**src/rtl/tt_um_serial_subtractor_if.sv**
```systemverilog
// Pin frame bundle for the serial subtractor: dedicated in/out buses plus bidirectional pins.
interface tt_um_serial_subtractor_if;
   logic [7:0] ui_in;
   logic [7:0] uo_out;
   logic [7:0] uio_in;
   logic [7:0] uio_out;
   logic [7:0] uio_oe;

   modport slave (
      input  ui_in,
      input  uio_in,
      output uo_out,
      output uio_out,
      output uio_oe
   );

   modport master (
      output ui_in,
      output uio_in,
      input  uo_out,
      input  uio_out,
      input  uio_oe
   );
endinterface

```
**src/rtl/tt_um_serial_subtractor.sv**
```systemverilog
// Bit-serial A-B subtractor, LSB first, one bit per clock through a borrow flip-flop.
// Optional macro SUBTRACTOR_BORROW_IN_EN seeds the borrow from uio_in[3] on start.
module tt_um_serial_subtractor #(
   parameter int unsigned WIDTH = 8
) (
   input  logic                          clk,
   input  logic                          rst_n,
   input  logic                          ena,
   tt_um_serial_subtractor_if.slave      pins
);

   localparam int unsigned BUS_W = 8;
   localparam int unsigned CNT_W = (WIDTH > 1) ? $clog2(WIDTH) : 1;

   typedef enum logic {
      S_IDLE = 1'b0,
      S_RUN  = 1'b1
   } state_t;

   state_t             r_state, w_state_nxt;
   logic [WIDTH-1:0]   r_a, w_a_nxt;
   logic [WIDTH-1:0]   r_b, w_b_nxt;
   logic [WIDTH-1:0]   r_sa, w_sa_nxt;
   logic [WIDTH-1:0]   r_sb, w_sb_nxt;
   logic [WIDTH-1:0]   r_res, w_res_nxt;
   logic [CNT_W-1:0]   r_cnt, w_cnt_nxt;
   logic               r_borrow, w_borrow_nxt;
   logic [BUS_W-1:0]   r_uo, w_uo_nxt;
   logic               r_busy, w_busy_nxt;
   logic               r_done, w_done_nxt;
   logic               r_bout, w_bout_nxt;
   logic               r_zero, w_zero_nxt;

   logic               w_load_a;
   logic               w_load_b;
   logic               w_start;
   logic               w_bin;
   logic               w_a0;
   logic               w_b0;
   logic               w_d;
   logic               w_br;
   logic               w_last;
   logic [WIDTH-1:0]   w_res_sh;
   logic [WIDTH-1:0]   w_operand;
   logic               w_unused;

   assign w_load_a  = pins.uio_in[0];
   assign w_load_b  = pins.uio_in[1];
   assign w_start   = pins.uio_in[2];
   assign w_operand = pins.ui_in[WIDTH-1:0];

`ifdef SUBTRACTOR_BORROW_IN_EN
   assign w_bin = pins.uio_in[3];
`else
   assign w_bin = 1'b0;
`endif

   // Full-subtractor cell on the current LSBs; the new difference bit enters at the top.
   assign w_a0     = r_sa[0];
   assign w_b0     = r_sb[0];
   assign w_d      = w_a0 ^ w_b0 ^ r_borrow;
   assign w_br     = (~w_a0 & w_b0) | (~(w_a0 ^ w_b0) & r_borrow);
   assign w_res_sh = (r_res >> 1) | (WIDTH'(w_d) << (WIDTH - 1));
   assign w_last   = (r_cnt == CNT_W'(WIDTH - 1));

   always_comb begin
      w_state_nxt  = r_state;
      w_a_nxt      = r_a;
      w_b_nxt      = r_b;
      w_sa_nxt     = r_sa;
      w_sb_nxt     = r_sb;
      w_res_nxt    = r_res;
      w_cnt_nxt    = r_cnt;
      w_borrow_nxt = r_borrow;
      w_uo_nxt     = r_uo;
      w_done_nxt   = r_done;
      w_bout_nxt   = r_bout;
      w_zero_nxt   = r_zero;

      case (r_state)
         S_IDLE: begin
            // start takes priority over loads so a run always uses the stored operands
            if (w_start) begin
               w_sa_nxt     = r_a;
               w_sb_nxt     = r_b;
               w_res_nxt    = '0;
               w_cnt_nxt    = '0;
               w_borrow_nxt = w_bin;
               w_done_nxt   = 1'b0;
               w_state_nxt  = S_RUN;
            end else begin
               if (w_load_a) begin
                  w_a_nxt = w_operand;
               end
               if (w_load_b) begin
                  w_b_nxt = w_operand;
               end
               if (w_load_a || w_load_b) begin
                  w_done_nxt = 1'b0;
               end
            end
         end

         S_RUN: begin
            w_res_nxt    = w_res_sh;
            w_sa_nxt     = r_sa >> 1;
            w_sb_nxt     = r_sb >> 1;
            w_borrow_nxt = w_br;
            w_cnt_nxt    = r_cnt + CNT_W'(1);
            if (w_last) begin
               w_uo_nxt    = BUS_W'(w_res_sh);
               w_bout_nxt  = w_br;
               w_zero_nxt  = (w_res_sh == '0);
               w_done_nxt  = 1'b1;
               w_state_nxt = S_IDLE;
            end
         end

         default: begin
            w_state_nxt = S_IDLE;
         end
      endcase

      w_busy_nxt = (w_state_nxt == S_RUN);
   end

   always_ff @(posedge clk or negedge rst_n) begin
      if (!rst_n) begin
         r_state  <= S_IDLE;
         r_a      <= '0;
         r_b      <= '0;
         r_sa     <= '0;
         r_sb     <= '0;
         r_res    <= '0;
         r_cnt    <= '0;
         r_borrow <= 1'b0;
         r_uo     <= '0;
         r_busy   <= 1'b0;
         r_done   <= 1'b0;
         r_bout   <= 1'b0;
         r_zero   <= 1'b0;
      end else begin
         r_state  <= w_state_nxt;
         r_a      <= w_a_nxt;
         r_b      <= w_b_nxt;
         r_sa     <= w_sa_nxt;
         r_sb     <= w_sb_nxt;
         r_res    <= w_res_nxt;
         r_cnt    <= w_cnt_nxt;
         r_borrow <= w_borrow_nxt;
         r_uo     <= w_uo_nxt;
         r_busy   <= w_busy_nxt;
         r_done   <= w_done_nxt;
         r_bout   <= w_bout_nxt;
         r_zero   <= w_zero_nxt;
      end
   end

   assign pins.uo_out  = r_uo;
   assign pins.uio_out = {r_zero, r_bout, r_done, r_busy, 4'b0000};
   assign pins.uio_oe  = 8'hF0;

   assign w_unused = ^{ena, pins.ui_in, pins.uio_in};

endmodule

```
**src/flat_wrapper.sv**
```systemverilog
// flat-port wrapper written by rule: the top's interface ports become plain ports
module tt_um_serial_subtractor_flat 
#(
   parameter int unsigned WIDTH = 8
)
  (clk, rst_n, ena, pins_ui_in, pins_uio_in, pins_uo_out, pins_uio_out, pins_uio_oe);
  tt_um_serial_subtractor_if pins_i ();
  input  logic clk;
  input  logic rst_n;
  input  logic ena;
  input wire logic [$bits(pins_i.ui_in)-1:0] pins_ui_in;
  input wire logic [$bits(pins_i.uio_in)-1:0] pins_uio_in;
  output wire logic [$bits(pins_i.uo_out)-1:0] pins_uo_out;
  output wire logic [$bits(pins_i.uio_out)-1:0] pins_uio_out;
  output wire logic [$bits(pins_i.uio_oe)-1:0] pins_uio_oe;
  assign pins_i.ui_in = pins_ui_in;
  assign pins_i.uio_in = pins_uio_in;
  assign pins_uo_out = pins_i.uo_out;
  assign pins_uio_out = pins_i.uio_out;
  assign pins_uio_oe = pins_i.uio_oe;
  tt_um_serial_subtractor #(.WIDTH(WIDTH)) u_core (.clk(clk), .rst_n(rst_n), .ena(ena), .pins(pins_i));
endmodule
```
**config.mk**
```make
export PLATFORM = sky130hd
export DESIGN_NAME = tt_um_serial_subtractor_flat
export DESIGN_NICKNAME = d
export VERILOG_FILES = /design/src/rtl/tt_um_serial_subtractor_if.sv /design/src/rtl/tt_um_serial_subtractor.sv /design/src/flat_wrapper.sv
export SDC_FILE = /design/constraint.sdc
export NUM_CORES = 1
export LEC_CHECK = 0
export BUFFER_PORTS_ARGS = -buffer_cell sky130_fd_sc_hd__buf_2
export CORE_MARGIN = 2
export CORE_UTILIZATION = 35
export DETAILED_ROUTE_END_ITERATION = 10
export MAX_ROUTING_LAYER = met4
export REMOVE_ABC_BUFFERS = 1
export SETUP_SLACK_MARGIN = 0.02
export SKIP_LAST_GASP = 1
export SYNTH_ARGS = -nofsm -noshare
export SYNTH_HDL_FRONTEND = slang
export SYNTH_SLANG_ARGS = --single-unit
```
**constraint.sdc**
```tcl
create_clock -name clk -period 3.9 [get_ports clk]
set_input_delay 0.195 -clock clk [delete_from_list [all_inputs] [get_ports clk]]
set_output_delay 0.195 -clock clk [all_outputs]
set_load 0.05 [all_outputs]
```
; Word level (Yosys, flattened, before mapping)
; Index checks and enable logic that the tools add are counted.
[word_totals]
wordCells = 50
output_inout_bits = 24
inputBits = 19
ff_bits = 56
[op_classes]
bitwise_logic = 10
eq_ne = 4
reduce_logical = 6
n_addsub = 1
muxes = 17
[ops]
columns = op, count
row1 = 8-bit case mux with 2 select lines, 3
row2 = 8-bit 2-to-1 mux, 3
row3 = 8-bit zero test, 1
row4 = 7-bit by 8-bit OR with 8-bit output, 1
row5 = 1-bit 2-to-1 mux, 6
row6 = 1-bit case mux with 2 select lines, 3
row7 = 3-bit case mux with 2 select lines, 1
row8 = 3-bit AND reduction, 2
row9 = 2-bit inequality test (second input constant), 2
row10 = 1-bit NOT, 4
row11 = 2-bit AND reduction, 2
row12 = 3-bit by 1-bit adder with 3-bit output (second input constant), 1
row13 = 3-bit equality test (second input constant), 1
row14 = 3-bit 2-to-1 mux, 1
row15 = 3-bit by 2-bit inequality test with 1-bit output (second input constant), 1
row16 = 1-bit bitwise AND, 2
row17 = 1-bit XOR, 2
row18 = 1-bit logical OR, 1
row19 = 1-bit OR, 1

; Logic depth before layout (Yosys ltp)
[logic_depth]
ltp_word = 5
ltp_mapped = 5
mapped_depth_nobuf = 4

; Worst setup path before layout
; OpenSTA, ideal clock, no wires.
[synth_path]
path_type = register to register
from = reg u_core.r_cnt[0]
to = reg u_core.r_uo[0], in the netlist u_core.pins.uo_out[0]
slack_ns = 2.399
stages_incl_launch_ff = 5
setup_ns = 0.125
period_less_slack_ns = 1.501
t_arrival_ns = 1.376
n_path_buf = 0
t_required_ns = 3.775
path_cell_list = dfrtp_1 -> ha_1 -> ha_1 -> nand2_1 -> mux2_2
[synth_between]
elab_chain_cells = 2
[synth_lines]
columns = element, line
row1 = from (decl), tt_um_serial_subtractor.sv:26  ; logic [CNT_W-1:0] r_cnt, w_cnt_nxt;
row2 = from (signal assigned), tt_um_serial_subtractor.sv:149  ; r_cnt <= w_cnt_nxt;
row3 = 3-bit equality test, tt_um_serial_subtractor.sv:64  ; assign w_last = (r_cnt == CNT_W'(WIDTH - 1));
row4 = 2-bit AND reduction (no source line), --
row5 = to (signal assigned), tt_um_serial_subtractor.sv:151  ; r_uo <= w_uo_nxt;
row6 = to (decl), tt_um_serial_subtractor.sv:28  ; logic [BUS_W-1:0] r_uo, w_uo_nxt;
; No other way between the ends.
; A chain may end at the register's enable or synchronous reset.

==> flow_metrics.py <==
metrics = {
    "floorplanning": {
        "placementRows": 30,
        "die_area_sq_mm": 0.00753,
        "initial_utilization_pct": 35.7,
        "die_w_microns": 86.8,
        "io_pins": 43,
        "die_y_microns": 86.8,
        "core_area_sq_mm": 0.00672,
    },
    "synthesis": {
        "ys_ff_latch": 55,
        "synth_cells": 187,
        "seq_area_frac_synth_pct": 57.4,
        "avgSynthCellArea_sq_um": 12.8,
        "netlist_area_sq_mm": 0.00240,
        "yosys_warnings": 0,
        "synth_cell_types": 22,
    },
    "critical_path": {
        "arrival_ps": 1870,
        "critPathCaptureType": "output pin",
        "reg2reg_setup_slack_ps": 2070,
        "reg2reg_depth": 3,
        "required_ps": 3700,
        "cp_slowest_cell": "dfrtp_1",
        "r2r_start": "u_core.r_state",
        "path_class": "reg2out",
        "startpoint_type": "register",
        "path_cells": "buf_4 -> buf_2",
        "worstReg2RegEnd": "u_core.r_cnt[1]",
        "path_buf_inv": 2,
        "critPathMaxFanout": 31,
        "cp_slowest_stage_delay_ps": 810,
        "cpLargestDelayFamily": "flip-flops",
    },
    "sta": {
        "hold_violations": 0,
        "tns_ps": 0,
        "post-route-min-period_ps": 2070,
        "clock.fmax_mhz": 484,
        "fin_crit_sh_pct": 53.0,
        "rsz0062_at_grt": "false",
        "slew_viol_final": 0,
        "setup_slack_ps": 1830,
        "worst_pin_slew_ps": 704,
        "finClkSkew_ps": 6.24,
        "setup_viol": 0,
        "relSlewSlack_pct": 53.1,
    },
    "power_and_ir_drop": {
        "p_leak_uw": 0.00125,
        "vdd_ir_drop_max_uv": 336,
        "p_per_area_mw_per_mm2": 806,
        "comb_power_share_pct": 37.7,
        "p_int_uw": 1270,
        "p_clk_share_pct": 15.0,
        "p_sw_uw": 814,
        "pwr-share-seq_pct": 47.3,
        "swShare_pct": 39.1,
    },
    "placement": {
        "dp_slack_ps": 2060,
        "dp_hpwl_microns": 2510,
        "portBuffers": 24,
        "routabilityCongestion": 0.685,
    },
    "routing": {
        "drt_wl_total_microns": 3870,
        "post_drt_wl_per_cell_microns": 13.5,
        "drt_iter0_markers": 49,
        "drc": 0,
        "first_pass_iters": 3,
        "vias": 1340,
        "drtAntennaViolNets": 0,
        "via_per_inst": 4.69,
    },
    "clock_network": {
        "ctsHoldBuffers": 0,
        "cts_tree": "done",
        "cts_setup_buffers": 0,
        "cts_root_buf": "clkbuf_8",
        "clkTransAtPathRegs_ps": 100,
        "post_cts_resized": 0,
        "cts_made_buffers": 5,
        "clock_sinks": 55,
        "clock_latency_ps": 300,
        "ctsLongestPathBuffers": 2,
        "htree_levels": 2,
    },
    "layout": {
        "drive_above_1_share_pct": 29.6,
        "final_util_pct": 38.5,
        "final_cell_mix": "dfrtp_1 (55), mux2_2 (25), buf_2 (24)",
        "diodes": 0,
        "area_growth_syn_to_layout_pct": 7.82,
        "final_nets": 227,
        "fillers": 647,
        "final_common_cell": "dfrtp_1",
    },
    "global_route": {
        "grt-ovfl-total": 0,
        "grt_pass1_vias": 1325,
        "grt_max_degree": 56,
        "antenna_found_initial": 0,
        "track_usage_pct": 11.9,
        "grt_pass1_wl_microns": 6720,
    },
    "hold_path": {
        "worstHoldPathType": "in2async",
    },
    "flow_run": {
        "drv_cap": 0,
    },
    "run_status": {
        "status": "finished clean",
    },
}
## worst register-to-register path: stages (launching register included)
cell	delay [ps]
dfrtp_1	810
buf_4	420
nor2_1	220
a22o_1	280
## kinds of logic (layout without fill, tap and decap cells)
group | count (synthesis) | after routing | synth area share [%]
AOI/OAI and AO/OA | 29 | 29 | 7.77
adders and majority gates | 3 | 3 | 1.88
buffers and inverters | 29 | 38 | 7.82
DFF | 55 | 55 | 57.4
muxes | 42 | 42 | 18.8
other | 2 | 12 | 0.313
and+or+nand+nor | 27 | 27 | 6.00
## worst max-delay path by stage
stage,from,end,slack (ps),cells after the start
2_1_floorplan,u_core.r_state,u_core.pins.uo_out[0],1530,2
3_3_place_gp,u_core.r_state,u_core.r_cnt[1],2060,3
3_5_place_dp,u_core.r_state,u_core.r_cnt[1],2060,3
4_1_cts,u_core.r_state,pins_uio_out[4],1800,2
5_1_grt,u_core.r_state,pins_uio_out[4],1680,2
6_report,u_core.r_state,pins_uio_out[4],1830,2
## power by group through the flow
stage               sequential [uW]  clock (uW)  combinational (uW)
global placement                994           0                 776
detailed placement             1000           0                 798
global route                   1020         352                 877
CTS                             991         326                 800
finish                          986         312                 787
floorplan                      1170           0                 418
## cell usage after synthesis, drive strengths merged
cell type / count / area [sq um]
nor2: 3 / 11.3
nand2: 17 / 63.8
nor4: 2 / 12.5
nand2b: 3 / 18.8
a21oi: 1 / 5.00
nor3b: 2 / 37.5
a21boi: 1 / 7.51
mux2: 25 / 282
a22o: 8 / 70.1
conb: 2 / 7.51
clkbuf: 1 / 3.75
o41ai: 1 / 8.76
inv: 4 / 15.0
a41o: 1 / 10.0
ha: 2 / 25.0
buf: 24 / 169
mux2i: 17 / 170
dfrtp: 55 / 1380
fa: 1 / 20.0
o21ai: 17 / 85.1
## metrics by stage
stage / power (uW) / cell area [sq um] / hold WS [ps] / std cells
detailed placement: 1800 / 2500 / 374 / 278
global route: 2250 / 2590 / 79.7 / 286
CTS: 2120 / 2590 / 33.6 / 286
global placement: 1770 / 2500 / 367 / 278
floorplan: 1590 / 2260 / -101 / 172
finish: 2080 / 2590 / 1.39 / 286
## layer usage
metal / part of all wire (%) / GRT usage (%)
met1: 50 / 15.9
met2: 46 / 18.0
met3: 3.6 / 3.33
met4: 0.83 / 2.98
met5: 0 / -
## flip-flops by register name, summed over array words and instances, names as in the netlist
| signal | count |
|---|---|
| u_core.pins.uo_out | 8 |
| u_core.r_a | 8 |
| u_core.r_b | 8 |
| u_core.r_borrow | 1 |
| u_core.r_bout | 1 |
| u_core.r_cnt | 3 |
| u_core.r_done | 1 |
| u_core.r_res | 7 |
| u_core.r_sa | 8 |
| u_core.r_sb | 8 |
| u_core.r_state | 1 |
| u_core.r_zero | 1 |
## cell type report
type	instances	area, sq um	share of cell area (%)
Sequential cell	55	1380	53.2
Timing Repair Buffer	26	135	5.22
Clock inverter	3	18.8	0.726
Inverter	4	15.0	0.581
Tap cell	80	100	3.87
Clock buffer	5	68.8	2.66
Multi-Input combinational cell	113	872	33.7
Note: power is estimated with default switching activity, not from simulation.
